**src/rtl/tbb_seq_pkg.sv**
```systemverilog
// Shared types and constants for the TBB1143 register-write sequencer.
// Command layout is {is_short, addr, val}; phase selects which nibble is on the bus.
package tbb_seq_pkg;

    localparam int REG_W = 4;
    localparam int VAL_W = 8;
    localparam int CMD_W = 1 + REG_W + VAL_W;

    localparam logic [1:0] PH_ADDR = 2'd0;
    localparam logic [1:0] PH_DLO  = 2'd1;
    localparam logic [1:0] PH_DHI  = 2'd2;

    typedef enum logic [1:0] {
        IDLE   = 2'd0,
        SETUP  = 2'd1,
        STROBE = 2'd2,
        HOLD   = 2'd3
    } state_t;

    typedef struct packed {
        logic             is_short;
        logic [REG_W-1:0] addr;
        logic [VAL_W-1:0] val;
    } cmd_t;

    function automatic logic [3:0] cmd_nibble(input cmd_t c, input logic [1:0] ph);
        case (ph)
            PH_ADDR: return c.addr;
            PH_DLO:  return c.val[3:0];
            default: return c.val[7:4];
        endcase
    endfunction

endpackage

```
**src/rtl/tbb_cmd_fifo.sv**
```systemverilog
// Command FIFO: power-of-two depth, combinational head, full/empty/level from registered state.
// A push while full is dropped even if a pop happens in the same cycle.
module tbb_cmd_fifo #(
    parameter int FIFO_DEPTH = 4,
    parameter int W          = 13
) (
    input  logic                        CLK,
    input  logic                        RST,
    input  logic                        push_i,
    input  logic [W-1:0]                din_i,
    input  logic                        pop_i,
    output logic [W-1:0]                dout_o,
    output logic                        full_o,
    output logic                        empty_o,
    output logic [$clog2(FIFO_DEPTH):0] level_o
);

    localparam int AW = $clog2(FIFO_DEPTH);
    localparam int LW = AW + 1;

    logic [W-1:0]  mem_q [FIFO_DEPTH];
    logic [AW-1:0] wr_ptr_q, rd_ptr_q;
    logic [LW-1:0] level_q;
    logic          push_ok, pop_ok;

    assign full_o  = (level_q == LW'(FIFO_DEPTH));
    assign empty_o = (level_q == '0);
    assign level_o = level_q;
    assign dout_o  = mem_q[rd_ptr_q];
    assign push_ok = push_i & ~full_o;
    assign pop_ok  = pop_i & ~empty_o;

    always_ff @(posedge CLK or posedge RST) begin
        if (RST) begin
            wr_ptr_q <= '0;
            rd_ptr_q <= '0;
            level_q  <= '0;
        end else begin
            if (push_ok) wr_ptr_q <= wr_ptr_q + 1'b1;
            if (pop_ok)  rd_ptr_q <= rd_ptr_q + 1'b1;
            case ({push_ok, pop_ok})
                2'b10:   level_q <= level_q + 1'b1;
                2'b01:   level_q <= level_q - 1'b1;
                default: level_q <= level_q;
            endcase
        end
    end

    always_ff @(posedge CLK) begin
        if (push_ok) mem_q[wr_ptr_q] <= din_i;
    end

endmodule

```
**src/rtl/tbb_write_sequencer.sv**
```systemverilog
// Serializes queued register writes into timed A0/D/WR nibble cycles for the TBB1143 core.
// Optional shadow register file under TBB_SEQ_SHADOW_EN; all bus outputs are registered.
module tbb_write_sequencer
    import tbb_seq_pkg::*;
#(
    parameter int FIFO_DEPTH = 4,
    parameter int SETUP_CYC  = 1,
    parameter int STROBE_CYC = 2,
    parameter int HOLD_CYC   = 1
) (
    input  logic                        CLK,
    input  logic                        RST,
    input  logic                        CMD_VALID,
    output logic                        CMD_READY,
    input  logic                        CMD_SHORT,
    input  logic [3:0]                  CMD_REG,
    input  logic [7:0]                  CMD_VAL,
    output logic [3:0]                  BUS_D,
    output logic                        BUS_A0,
    output logic                        BUS_WR,
    output logic                        BUSY,
    output logic [$clog2(FIFO_DEPTH):0] LEVEL
`ifdef TBB_SEQ_SHADOW_EN
    ,
    input  logic [3:0]                  SHADOW_ADDR,
    output logic [7:0]                  SHADOW_Q
`endif
);

    localparam int MAXC  = (SETUP_CYC > STROBE_CYC) ?
                           ((SETUP_CYC > HOLD_CYC) ? SETUP_CYC : HOLD_CYC) :
                           ((STROBE_CYC > HOLD_CYC) ? STROBE_CYC : HOLD_CYC);
    localparam int CNT_W = (MAXC > 1) ? $clog2(MAXC) : 1;
    localparam logic [CNT_W-1:0] SETUP_LD  = CNT_W'(SETUP_CYC - 1);
    localparam logic [CNT_W-1:0] STROBE_LD = CNT_W'(STROBE_CYC - 1);
    localparam logic [CNT_W-1:0] HOLD_LD   = CNT_W'(HOLD_CYC - 1);

    logic             fifo_full, fifo_empty, fifo_pop;
    logic [CMD_W-1:0] fifo_dout;

    state_t           state_q, state_d;
    logic [CNT_W-1:0] cnt_q, cnt_d;
    logic [1:0]       phase_q, phase_d;
    cmd_t             cmd_q, cmd_d;
    logic             bus_a0_q, bus_a0_d, bus_wr_q, bus_wr_d;
    logic [3:0]       bus_d_q, bus_d_d;

    tbb_cmd_fifo #(.FIFO_DEPTH(FIFO_DEPTH), .W(CMD_W)) u_fifo (
        .CLK     (CLK),
        .RST     (RST),
        .push_i  (CMD_VALID),
        .din_i   ({CMD_SHORT, CMD_REG, CMD_VAL}),
        .pop_i   (fifo_pop),
        .dout_o  (fifo_dout),
        .full_o  (fifo_full),
        .empty_o (fifo_empty),
        .level_o (LEVEL)
    );

    assign CMD_READY = ~fifo_full;
    assign BUSY      = (state_q != IDLE) | (LEVEL != '0);
    assign BUS_A0    = bus_a0_q;
    assign BUS_D     = bus_d_q;
    assign BUS_WR    = bus_wr_q;

    always_ff @(posedge CLK or posedge RST) begin
        if (RST) begin
            state_q  <= IDLE;
            cnt_q    <= '0;
            phase_q  <= PH_ADDR;
            cmd_q    <= '0;
            bus_a0_q <= 1'b0;
            bus_d_q  <= '0;
            bus_wr_q <= 1'b0;
        end else begin
            state_q  <= state_d;
            cnt_q    <= cnt_d;
            phase_q  <= phase_d;
            cmd_q    <= cmd_d;
            bus_a0_q <= bus_a0_d;
            bus_d_q  <= bus_d_d;
            bus_wr_q <= bus_wr_d;
        end
    end

    always_comb begin
        state_d  = state_q;
        cnt_d    = cnt_q;
        phase_d  = phase_q;
        cmd_d    = cmd_q;
        fifo_pop = 1'b0;
        case (state_q)
            IDLE: if (!fifo_empty) begin
                fifo_pop = 1'b1;
                cmd_d    = cmd_t'(fifo_dout);
                phase_d  = PH_ADDR;
                state_d  = SETUP;
                cnt_d    = SETUP_LD;
            end
            SETUP: if (cnt_q == '0) begin
                state_d = STROBE;
                cnt_d   = STROBE_LD;
            end else cnt_d = cnt_q - 1'b1;
            STROBE: if (cnt_q == '0) begin
                state_d = HOLD;
                cnt_d   = HOLD_LD;
            end else cnt_d = cnt_q - 1'b1;
            HOLD: if (cnt_q == '0) begin
                if (phase_q == PH_ADDR || (phase_q == PH_DLO && !cmd_q.is_short)) begin
                    phase_d = phase_q + 1'b1;
                    state_d = SETUP;
                    cnt_d   = SETUP_LD;
                end else begin
                    state_d = IDLE;
                    cnt_d   = '0;
                end
            end else cnt_d = cnt_q - 1'b1;
            default: state_d = IDLE;
        endcase
    end

    // Outputs are computed from next state so the registered bus lines up with the state.
    always_comb begin
        bus_a0_d = bus_a0_q;
        bus_d_d  = bus_d_q;
        bus_wr_d = (state_d == STROBE);
        if (state_d != IDLE) begin
            bus_a0_d = (phase_d == PH_ADDR);
            bus_d_d  = cmd_nibble(cmd_d, phase_d);
        end
    end

`ifdef TBB_SEQ_SHADOW_EN
    logic [7:0] shadow_q [16];
    logic       cmd_done;

    assign cmd_done = (state_q == HOLD) && (cnt_q == '0) &&
                      (phase_q == PH_DHI || (phase_q == PH_DLO && cmd_q.is_short));
    assign SHADOW_Q = shadow_q[SHADOW_ADDR];

    always_ff @(posedge CLK or posedge RST) begin
        if (RST) begin
            for (int i = 0; i < 16; i++) shadow_q[i] <= '0;
        end else if (cmd_done) begin
            shadow_q[cmd_q.addr] <= cmd_q.is_short ?
                                    {shadow_q[cmd_q.addr][7:4], cmd_q.val[3:0]} : cmd_q.val;
        end
    end
`else
    // No shadow storage in this build; the bus path is unaffected.
`endif

endmodule

```
**config.mk**
```make
export PLATFORM = sky130hd
export DESIGN_NAME = tbb_write_sequencer
export DESIGN_NICKNAME = d
export VERILOG_FILES = /design/src/rtl/tbb_seq_pkg.sv /design/src/rtl/tbb_cmd_fifo.sv /design/src/rtl/tbb_write_sequencer.sv
export SDC_FILE = /design/constraint.sdc
export NUM_CORES = 1
export LEC_CHECK = 0
export ABC_AREA = 1
export CORE_MARGIN = 3
export CORE_UTILIZATION = 63
export CTS_CLUSTER_DIAMETER = 40
export DETAILED_ROUTE_END_ITERATION = 6
export PLACE_DENSITY = 0.85
export SETUP_SLACK_MARGIN = 0.15
export SLEW_MARGIN = 40
export SYNTH_ARGS = -nofsm -noshare
export SYNTH_HDL_FRONTEND = slang
export SYNTH_SLANG_ARGS = --single-unit
```
**constraint.sdc**
```tcl
create_clock -name CLK -period 6.4 [get_ports CLK]
set_input_delay 1.28 -clock CLK [delete_from_list [all_inputs] [get_ports CLK]]
set_output_delay 1.28 -clock CLK [all_outputs]
set_load 0.02 [all_outputs]
```
==> results_dict.tcl, run 1 <==
set metrics [dict create \
    rsz0062_at_grt "false" \
    placement.io_buffers 26 \
    peakVddDrop_uv 310 \
    hold_path_depth 2 \
    wl_per_cell_um 14.3 \
    row_count 27 \
    crit_family "buffers and inverters" \
    dieWidth_um 84.0 \
    final_common_cell "nand2_1" \
    final_nets 455 \
    dieArea_um2 7060 \
    power_density_nw_per_um2 495 \
    slew_viol_final 0 \
    place_inst 488 \
    synthToLayoutAreaGrowth_pct 12.7 \
    syn_nets 426 \
    tightest_slew_ns 0.735 \
    clock_sinks 83 \
    r2r_cells 10 \
    vias 2621 \
    grt_first_pass_wirelength_um 12000 \
    numCtsBuffers 9 \
    ctsHoldBuffers 0 \
    hold_class "reg2reg" \
    crit_required_ns 5.12 \
    synth_area_um2 3840 \
    layout_min_cycle_time_ns 3.21 \
    drv_cap 0 \
    cp_num_buf_inv 2 \
    worstSetupStartpointType "flip-flop" \
    ff2ff_setup_slack_ns 3.80 \
    core_um2 5710 \
    crit_fanout 5 \
    h-tree-depth 3 \
    cts_tree "built" \
    path_cells "inv_1 -> ha_1 -> nand3_2 -> clkdlybuf4s50_1" \
    p_leak_nw 2.00 \
    setup_violations 0 \
    yosysWarnings 0 \
    firstDrtPassIters 5 \
    cp_num_cells 4 \
    fmax_mhz 311 \
    slew_headroom 0.509 \
    first_global_vias 2583 \
    drive_gt1_frac 0.111 \
    grt_overflow_total 0 \
    antenna_left 0 \
    layoutNonFillerInstCount 504 \
    ioPinCount 27 \
    syn_area_per_cell_um2 9.64 \
    seq_area_frac_synth 0.609 \
    gp_congestion 0.811 \
    cts_resized 0 \
    finalSetupTns_ns 0 \
    layout_common_cells "nand2_1, inv_1, edfxtp_1" \
    finalHoldViolations 0 \
    antenna_found_initial 0 \
    grt_max_degree 32 \
    cpMaxStageDelayCell "clkdlybuf4s50_1" \
    arrival_ns 1.93 \
    num_antenna_cells 0 \
    cts_setup_buffers 0 \
    grt_usage 0.221 \
    cp-end-kind "output port" \
    initial_core_util 0.672 \
    crit_type "reg2out" \
    drc_errors 0 \
    ctsRootBufferMaster "clkbuf_8" \
    clock_skew_ns 0.0119 \
    worstSkewPairLatency_ns 0.37 \
    routed_via_density 5.20 \
    wl_um 7200 \
    fin_crit_sh 0.502 \
    synthesis.instances 398 \
    first_iter_violations 188 \
    outcome "finished clean" \
    p_total_mw 2.14 \
    cts_buffer_depth 2 \
    fp.dieH_um 84.0 \
    yosysUniqueCellTypes 28 \
    hpwl_um 4480 \
    ys_ff_latch 83 \
    slowest_delay_ns 0.57 \
    path_clk_slew_ns 0.09 \
]
power breakdown:
part           switching, mW  internal (mW)
Sequential             0.105          0.741
Combinational          0.628          0.328
Clock                  0.196          0.143
worst reg2reg max path: cells and delay by family (launching register included):
kind | cells | cell delay (ns)
xor gates and xnor gates | 1 | 0.15
buffers and inverters | 3 | 0.29
AOI/OAI and AO/OA | 3 | 0.72
DFF | 1 | 0.40
adders and majority gates | 3 | 0.93
cells in the mapped netlist:
cell type  number  share of area
nand2_4         2         0.0059
fa_1            1         0.0052
inv_2          13          0.013
nand2_2         5         0.0082
buf_4           3         0.0059
o211ai_1        1         0.0020
o22ai_1         1         0.0016
xor2_1          3         0.0069
inv_4           1         0.0016
a21oi_2         2         0.0046
clkinv_4        1         0.0023
ha_1           11          0.036
xnor2_1         1         0.0023
a21oi_1         4         0.0052
edfxtp_1       52           0.41
buf_2           4         0.0052
o21ai_0        12          0.016
o21ai_1         3         0.0039
or2_1           4         0.0065
nand4_1         1         0.0016
nand3_2         1         0.0026
nand2_1        88          0.086
nor2_1         42          0.041
buf_6           2         0.0059
nor2_4          1         0.0029
inv_1          67          0.066
nand3_1        41          0.053
dfrtp_1        31           0.20
flip-flops by register name, summed over array words and instances (netlist names):
register         flops
BUS_A0               1
u_fifo.rd_ptr_q      2
phase_q              2
BUS_WR               1
u_fifo.level_o       3
u_fifo.mem_q        52
BUS_D                4
state_q              2
cmd_q               13
u_fifo.wr_ptr_q      2
cnt_q                1
cells by family after synthesis:
kind of cell	Yosys count	synth area share
xor+xnor	4	0.00913
flops	83	0.609
compound gates	23	0.0329
simple gates	185	0.208
buf+inv	91	0.0992
fa+ha+maj	12	0.0411
path summary, 6_finish.rpt:
path / start / end
setup / recovery: state_q[1] / BUSY
setup reg to reg: state_q[1] / u_fifo.level_o[2]
min in group asynchronous: RST / cmd_q[4]
max in group asynchronous: RST / u_fifo.rd_ptr_q[0]
hold reg to reg: BUS_D[0] / BUS_D[0]
hold / removal: BUS_D[0] / BUS_D[0]
metrics by stage:
stage	setup slack (ns)	hold slack, ns	utilization	instance area [um^2]
after floorplan	3.86	0.505	-	3840
after global placement	3.17	0.492	0.723	4130
after detailed placement	3.24	0.501	0.725	4140
after CTS	3.18	0.522	0.756	4320
after global routing	3.06	0.572	0.757	4320
final	3.19	0.514	0.757	4320
final cells by class:
type | instances | area (um^2)
repair buffers | 27 | 268
inverters | 82 | 315
multi-input cells | 224 | 1140
flip-flops and latches | 83 | 2340
clock buffers | 9 | 124
well taps | 72 | 90.1
clock inverters | 7 | 51.3
fillers | 386 | 1390
routing by layer:
metal	vias to the layer above	part of all wire	global-route usage
met5	-	0	0
met4	0	0.018	0.115
met3	10	0.066	0.0592
met2	83	0.50	0.353
met1	1228	0.42	0.274
li1	1300	-	-
(Power assumes the default switching activity.)
==> run 2: changes to the inputs <==
--- a/config.mk
+++ b/config.mk
@@ -7,10 +7,10 @@
 export LEC_CHECK = 0
 export ABC_AREA = 1
 export CORE_MARGIN = 3
-export CORE_UTILIZATION = 63
+export CORE_UTILIZATION = 53
 export CTS_CLUSTER_DIAMETER = 40
 export DETAILED_ROUTE_END_ITERATION = 6
-export PLACE_DENSITY = 0.85
+export PLACE_DENSITY = 0.76
 export SETUP_SLACK_MARGIN = 0.15
 export SLEW_MARGIN = 40
 export SYNTH_ARGS = -nofsm -noshare
==> constraint.sdc (replaced) <==
create_clock -name CLK -period 2.6 [get_ports CLK]
set_input_delay 0.52 -clock CLK [delete_from_list [all_inputs] [get_ports CLK]]
set_output_delay 0.52 -clock CLK [all_outputs]
set_load 0.02 [all_outputs]
==> run 2 against run 1 <==
  * First-iteration DRC count down 24%
  * Wire length shrank 5.6%
  * Sequential share of layout area shrank 1.2 points
  * Register-to-register slack worse by 3.3 ns
  * Critical path depth down 1
  * Via count down 0.99%
  * Worst setup slack got worse by 2.7 ns
  * Global-route usage fell by 3.9 points
  * Clock-buffer cell count grew 1
  * Clock power increased to 2.7 times the previous value
==> results_dict.tcl, run 2 (synthesized netlist as in run 1, its figures left out) <==
set metrics [dict create \
    outcome "finished clean" \
    row_count 30 \
    hpwl_um 4570 \
    num_antenna_cells 0 \
    seq_power_share 0.385 \
    setup_violations 0 \
    initial_core_util 0.555 \
    firstDrtPassIters 4 \
    busiest_layer "met2" \
    fin_crit_sh 0.814 \
    dieArea_um2 8290 \
    crit_type "reg2out" \
    worstSetupStartpointType "flip-flop" \
    slew_viol_final 0 \
    slew_headroom 0.579 \
    fin_util 0.639 \
    grt_use_met1 0.222 \
    largest_register "u_fifo.mem_q" \
    arrival_ns 1.60 \
    final_nets 463 \
    wl_per_cell_um 12.7 \
    power_density_nw_per_um2 1200 \
    cts_buffer_depth 2 \
    grt_use_met3 0.0356 \
    gp_congestion 0.868 \
    ctsHoldBuffers 0 \
    synthToLayoutAreaGrowth_pct 15.1 \
    largest_reg_flops 52 \
    finalSetupTns_ns 0 \
    layout_min_cycle_time_ns 2.12 \
    clock_skew_ns 0.00772 \
    grt_first_pass_wirelength_um 11700 \
    cts_tree "built" \
    path_clk_slew_ns 0.08 \
    layout_common_cells "nand2_1, inv_1, edfxtp_1" \
    switchingPower_mw 2.17 \
    grt.met2_usage 0.306 \
    ioPinCount 27 \
    drv_cap 0 \
    core_um2 6910 \
    routed_via_density 4.84 \
    hold_class "reg2reg" \
    cts_resized 0 \
    finalHoldViolations 0 \
    combPwrFrac 0.445 \
    crit_fanout 4 \
    dieWidth_um 91.1 \
    final_common_cell "nand2_1" \
    grt_max_degree 32 \
    p_int_mw 3.12 \
    rsz0062_at_grt "false" \
    wl_um 6800 \
    fmax_mhz 472 \
    p_clk_frac 0.170 \
    ctsRootBufferMaster "clkbuf_8" \
    antenna_left 0 \
    antenna_found_initial 0 \
    switching_share 0.410 \
    cp-end-kind "output port" \
    first_global_vias 2545 \
    p_leak_nw 2.04 \
    numCtsBuffers 9 \
    cts_setup_buffers 0 \
    first_iter_violations 143 \
    grt_usage 0.181 \
    tightest_slew_ns 0.631 \
    fp.dieH_um 91.1 \
    drive_gt1_frac 0.114 \
    clock_sinks 83 \
    placement.io_buffers 26 \
    peakVddDrop_uv 619 \
    worstSkewPairLatency_ns 0.35 \
    grt_overflow_total 0 \
    drc_errors 0 \
    h-tree-depth 3 \
    crit_required_ns 2.08 \
    p_total_mw 5.29 \
    vias 2595 \
]
[run 2: changes by cell type in the layout (fill, tap and decap cells not counted), moves of 2 or more]
| cell | before | now |
|---|---|---|
| clkinv_2 | 2 | 0 |
| buf_4 | 1 | 9 |
| nor2_1 | 38 | 42 |
| inv_6 | 3 | 1 |
| nor2_2 | 4 | 0 |
[run 2: layer usage]
layer	vias up	share of wire
met5	-	0
met4	0	0.018
met2	64	0.49
met1	1204	0.44
li1	1315	-
met3	12	0.051
[run 2: through the flow]
stage / hold slack, ns / setup WS [ns] / std cells / instance area (um^2)
finish: 0.510 / 0.483 / 536 / 4420
CTS: 0.521 / 0.151 / 536 / 4410
global placement: 0.494 / 0.511 / 520 / 4220
floorplan: 0.505 / 0.440 / 398 / 3840
detailed placement: 0.501 / 0.452 / 520 / 4220
global route: 0.546 / 0.323 / 536 / 4420
[run 2: worst paths after layout]
kind | cells past startpoint | from | endpoint | slack (ns)
max in group asynchronous | 3 | RST | cmd_q[11] | 1.76
setup / recovery | 3 | u_fifo.level_o[0] | CMD_READY | 0.48
min in group asynchronous | 3 | RST | cmd_q[8] | 0.54
hold / removal | 2 | BUS_D[1] | BUS_D[1] | 0.51
setup reg to reg | 10 | state_q[1] | u_fifo.level_o[2] | 0.51
hold reg to reg | 2 | BUS_D[1] | BUS_D[1] | 0.51
[run 2: area by class of cell]
cell class              count  area [um^2]
clock buffers              10          128
clock inverters             6         65.1
fillers                   563         2490
inverters                  82          315
multi-input cells         224         1120
flip-flops and latches     83         2340
well taps                  96          120
repair buffers             35          330
[run 2: worst max-delay path: stages (launching register included)]
cell and delay (ns):
dfrtp_1 0.45, nor2_4 0.17, nand2_1 0.08, clkdlybuf4s50_1 0.55
[run 2: power by group through the flow]
stage | registers [mW] | logic (mW) | clock network, mW
after global routing | 2.08 | 2.70 | 0.990
after global placement | 2.05 | 2.28 | 0
after CTS | 2.04 | 2.37 | 0.927
final | 2.04 | 2.35 | 0.900
after floorplan | 2.05 | 1.75 | 0
after detailed placement | 2.07 | 2.36 | 0
==> run 3: changes to the inputs <==
==> constraint.sdc (replaced) <==
create_clock -name CLK -period 1.81 [get_ports CLK]
set_input_delay 0.362 -clock CLK [delete_from_list [all_inputs] [get_ports CLK]]
set_output_delay 0.362 -clock CLK [all_outputs]
set_load 0.02 [all_outputs]
==> run 3 against run 2 <==
  * The flow now finishes with violations (setup timing)
  * Worst setup slack lost 0.56 ns
  * Register-to-register slack lost 0.59 ns
  * Sequential power grew 41%
  * Clock skew grew 0.0014 ns
  * Critical path depth grew 6
  * Flip-flop and latch count is the same
  * Utilization grew 5.4 points
  * Final area grew 8.4%
  * Global-route usage grew 1.7 points
  * First-iteration DRC count grew 52%
  * Sequential share of layout area shrank 4.1 points
  * Largest cell class unchanged
==> results_dict.tcl, run 3 (synthesized netlist as in run 1, its figures left out) <==
set metrics [dict create \
    outcome "finished, violations left" \
    hpwl_um 4920 \
    first_iter_violations 218 \
    crit_type "reg2reg" \
    ctsRootBufferMaster "clkbuf_8" \
    grt_overflow_total 0 \
    violations "setup timing" \
    antenna_found_initial 0 \
    slew_viol_final 0 \
    firstDrtPassIters 5 \
    initial_core_util 0.555 \
    drc_errors 0 \
    power_density_nw_per_um2 1780 \
    cp-end-kind "flip-flop" \
    num_antenna_cells 0 \
    cts_buffer_depth 2 \
    p_total_mw 8.50 \
    grt_max_degree 32 \
    largest_register "u_fifo.mem_q" \
    grt_first_pass_wirelength_um 12900 \
    layoutNonFillerInstCount 557 \
    crit_required_ns 2.04 \
    row_count 30 \
    place_inst 531 \
    fp.dieH_um 91.1 \
    wl_per_cell_um 14.6 \
    ctsHoldBuffers 0 \
    clock_skew_ns 0.00915 \
    routed_via_density 5.08 \
    hold_class "in2async" \
    setup_ws_ns -0.0789 \
    cts_tree "built" \
    grt_use_met1 0.244 \
    setup_violations 3 \
    p_leak_nw 2.20 \
    dp_slack_ns -0.117 \
    ioPinCount 27 \
    fin_area_um2 4790 \
    crit_fanout 4 \
    clock_sinks 83 \
    first_global_vias 2761 \
    grt.met2_usage 0.346 \
    dieWidth_um 91.1 \
    grt_usage 0.198 \
    finalHoldViolations 0 \
    gp_congestion 0.808 \
    busiest_layer "met2" \
    h-tree-depth 3 \
    peakVddDrop_uv 694 \
    crit_top_cell "nand2_2" \
    slew_headroom 0.734 \
    multi_input_area_um2 1320 \
    fmax_mhz 529 \
    drv_cap 0 \
    tightest_slew_ns 0.399 \
    worstSetupStartpointType "flip-flop" \
    path_cells "nor2_4 -> nand2_2 -> nand2_2 -> ha_4 -> inv_2 -> fa_2 -> a21oi_2 -> o21ai_2 -> xor2_1" \
    dieArea_um2 8290 \
    final_nets 484 \
    placed_area_um2 4370 \
    placement.io_buffers 26 \
    wl_um 8140 \
    drive_gt1_frac 0.228 \
    synthToLayoutAreaGrowth_pct 24.8 \
    antenna_left 0 \
    largest_reg_flops 52 \
    slowest_delay_ns 0.43 \
    rsz0062_at_grt "true" \
    layout_min_cycle_time_ns 1.89 \
    fin_crit_sh 1.04 \
    final_common_cell "nand2_1" \
    grt_use_met3 0.0298 \
    vias 2830 \
    worstSkewPairLatency_ns 0.35 \
    cpMaxStageDelayCell "dfrtp_2" \
    core_um2 6910 \
    n_fill_cell 503 \
    seqCellArea_um2 2340 \
    arrival_ns 2.12 \
    fin_util 0.693 \
    path_clk_slew_ns 0.08 \
    numCtsBuffers 9 \
    layout_common_cells "nand2_1, inv_1, edfxtp_1" \
]
## run 3: cell count changes in the layout (fill, tap and decap cells not counted), moves of 7 or more
cell | previous run | this run
buf_4 | 9 | 20
dlygate4sd2_1 | 0 | 8
nand3_1 | 41 | 34
nand2_2 | 5 | 12
nand2_1 | 88 | 78
clkdlybuf4s50_1 | 25 | 15
## run 3: power breakdown
group	internal [mW]	total [mW]	switching, mW
clock	0.491	1.15	0.659
combinational	1.71	4.48	2.77
sequential	2.62	2.87	0.252
## run 3: cell type report
type / instances / share of cell area
Clock buffer: 9 / 0.0259
Clock inverter: 7 / 0.00941
Inverter: 82 / 0.0664
Multi-Input combinational cell: 226 / 0.275
Sequential cell: 83 / 0.488
Tap cell: 96 / 0.0251
Timing Repair Buffer: 54 / 0.110
## run 3: layer usage
| layer | vias to the layer above | share of wire |
|---|---|---|
| li1 | 1359 | - |
| met5 | - | 0 |
| met2 | 88 | 0.52 |
| met3 | 22 | 0.045 |
| met1 | 1361 | 0.41 |
| met4 | 0 | 0.025 |
## run 3: path summary, 6_finish.rpt
kind / slack (ns) / start / cells past startpoint / to
setup / recovery: -0.08 / u_fifo.level_o[0] / 9 / u_fifo.level_o[2]
hold / removal: 0.38 / RST / 3 / u_fifo.level_o[1]
setup reg to reg: -0.08 / u_fifo.level_o[0] / 9 / u_fifo.level_o[2]
hold reg to reg: 0.51 / BUS_D[3] / 2 / BUS_D[3]
max in group asynchronous: 1.12 / RST / 3 / u_fifo.level_o[0]
min in group CLK: 0.51 / BUS_D[3] / 2 / BUS_D[3]
## run 3: timing repair
item / CTS / global route
pin swaps: 8 / 14
gates resized for setup: 37 / 25
gates cloned: 2 / 0
buffers inserted: 4 / 4
endpoints found under the setup margin: 17 / 9
## run 3: per-stage QoR
step	setup TNS [ns]	hold slack, ns
2_1_floorplan	-1.54	0.461
3_3_place_gp	-0.0518	0.492
3_5_place_dp	-0.117	0.500
4_1_cts	0	0.399
5_1_grt	-0.482	0.425
6_report	-0.131	0.383
## run 3: critical path: cells and delay by family, from the launching register on
family / cells / cell delay [ns]
flops: 1 / 0.43
xor+xnor: 1 / 0.14
buf+inv: 1 / 0.04
fa+ha+maj: 2 / 0.48
compound gates: 2 / 0.22
simple gates: 3 / 0.46
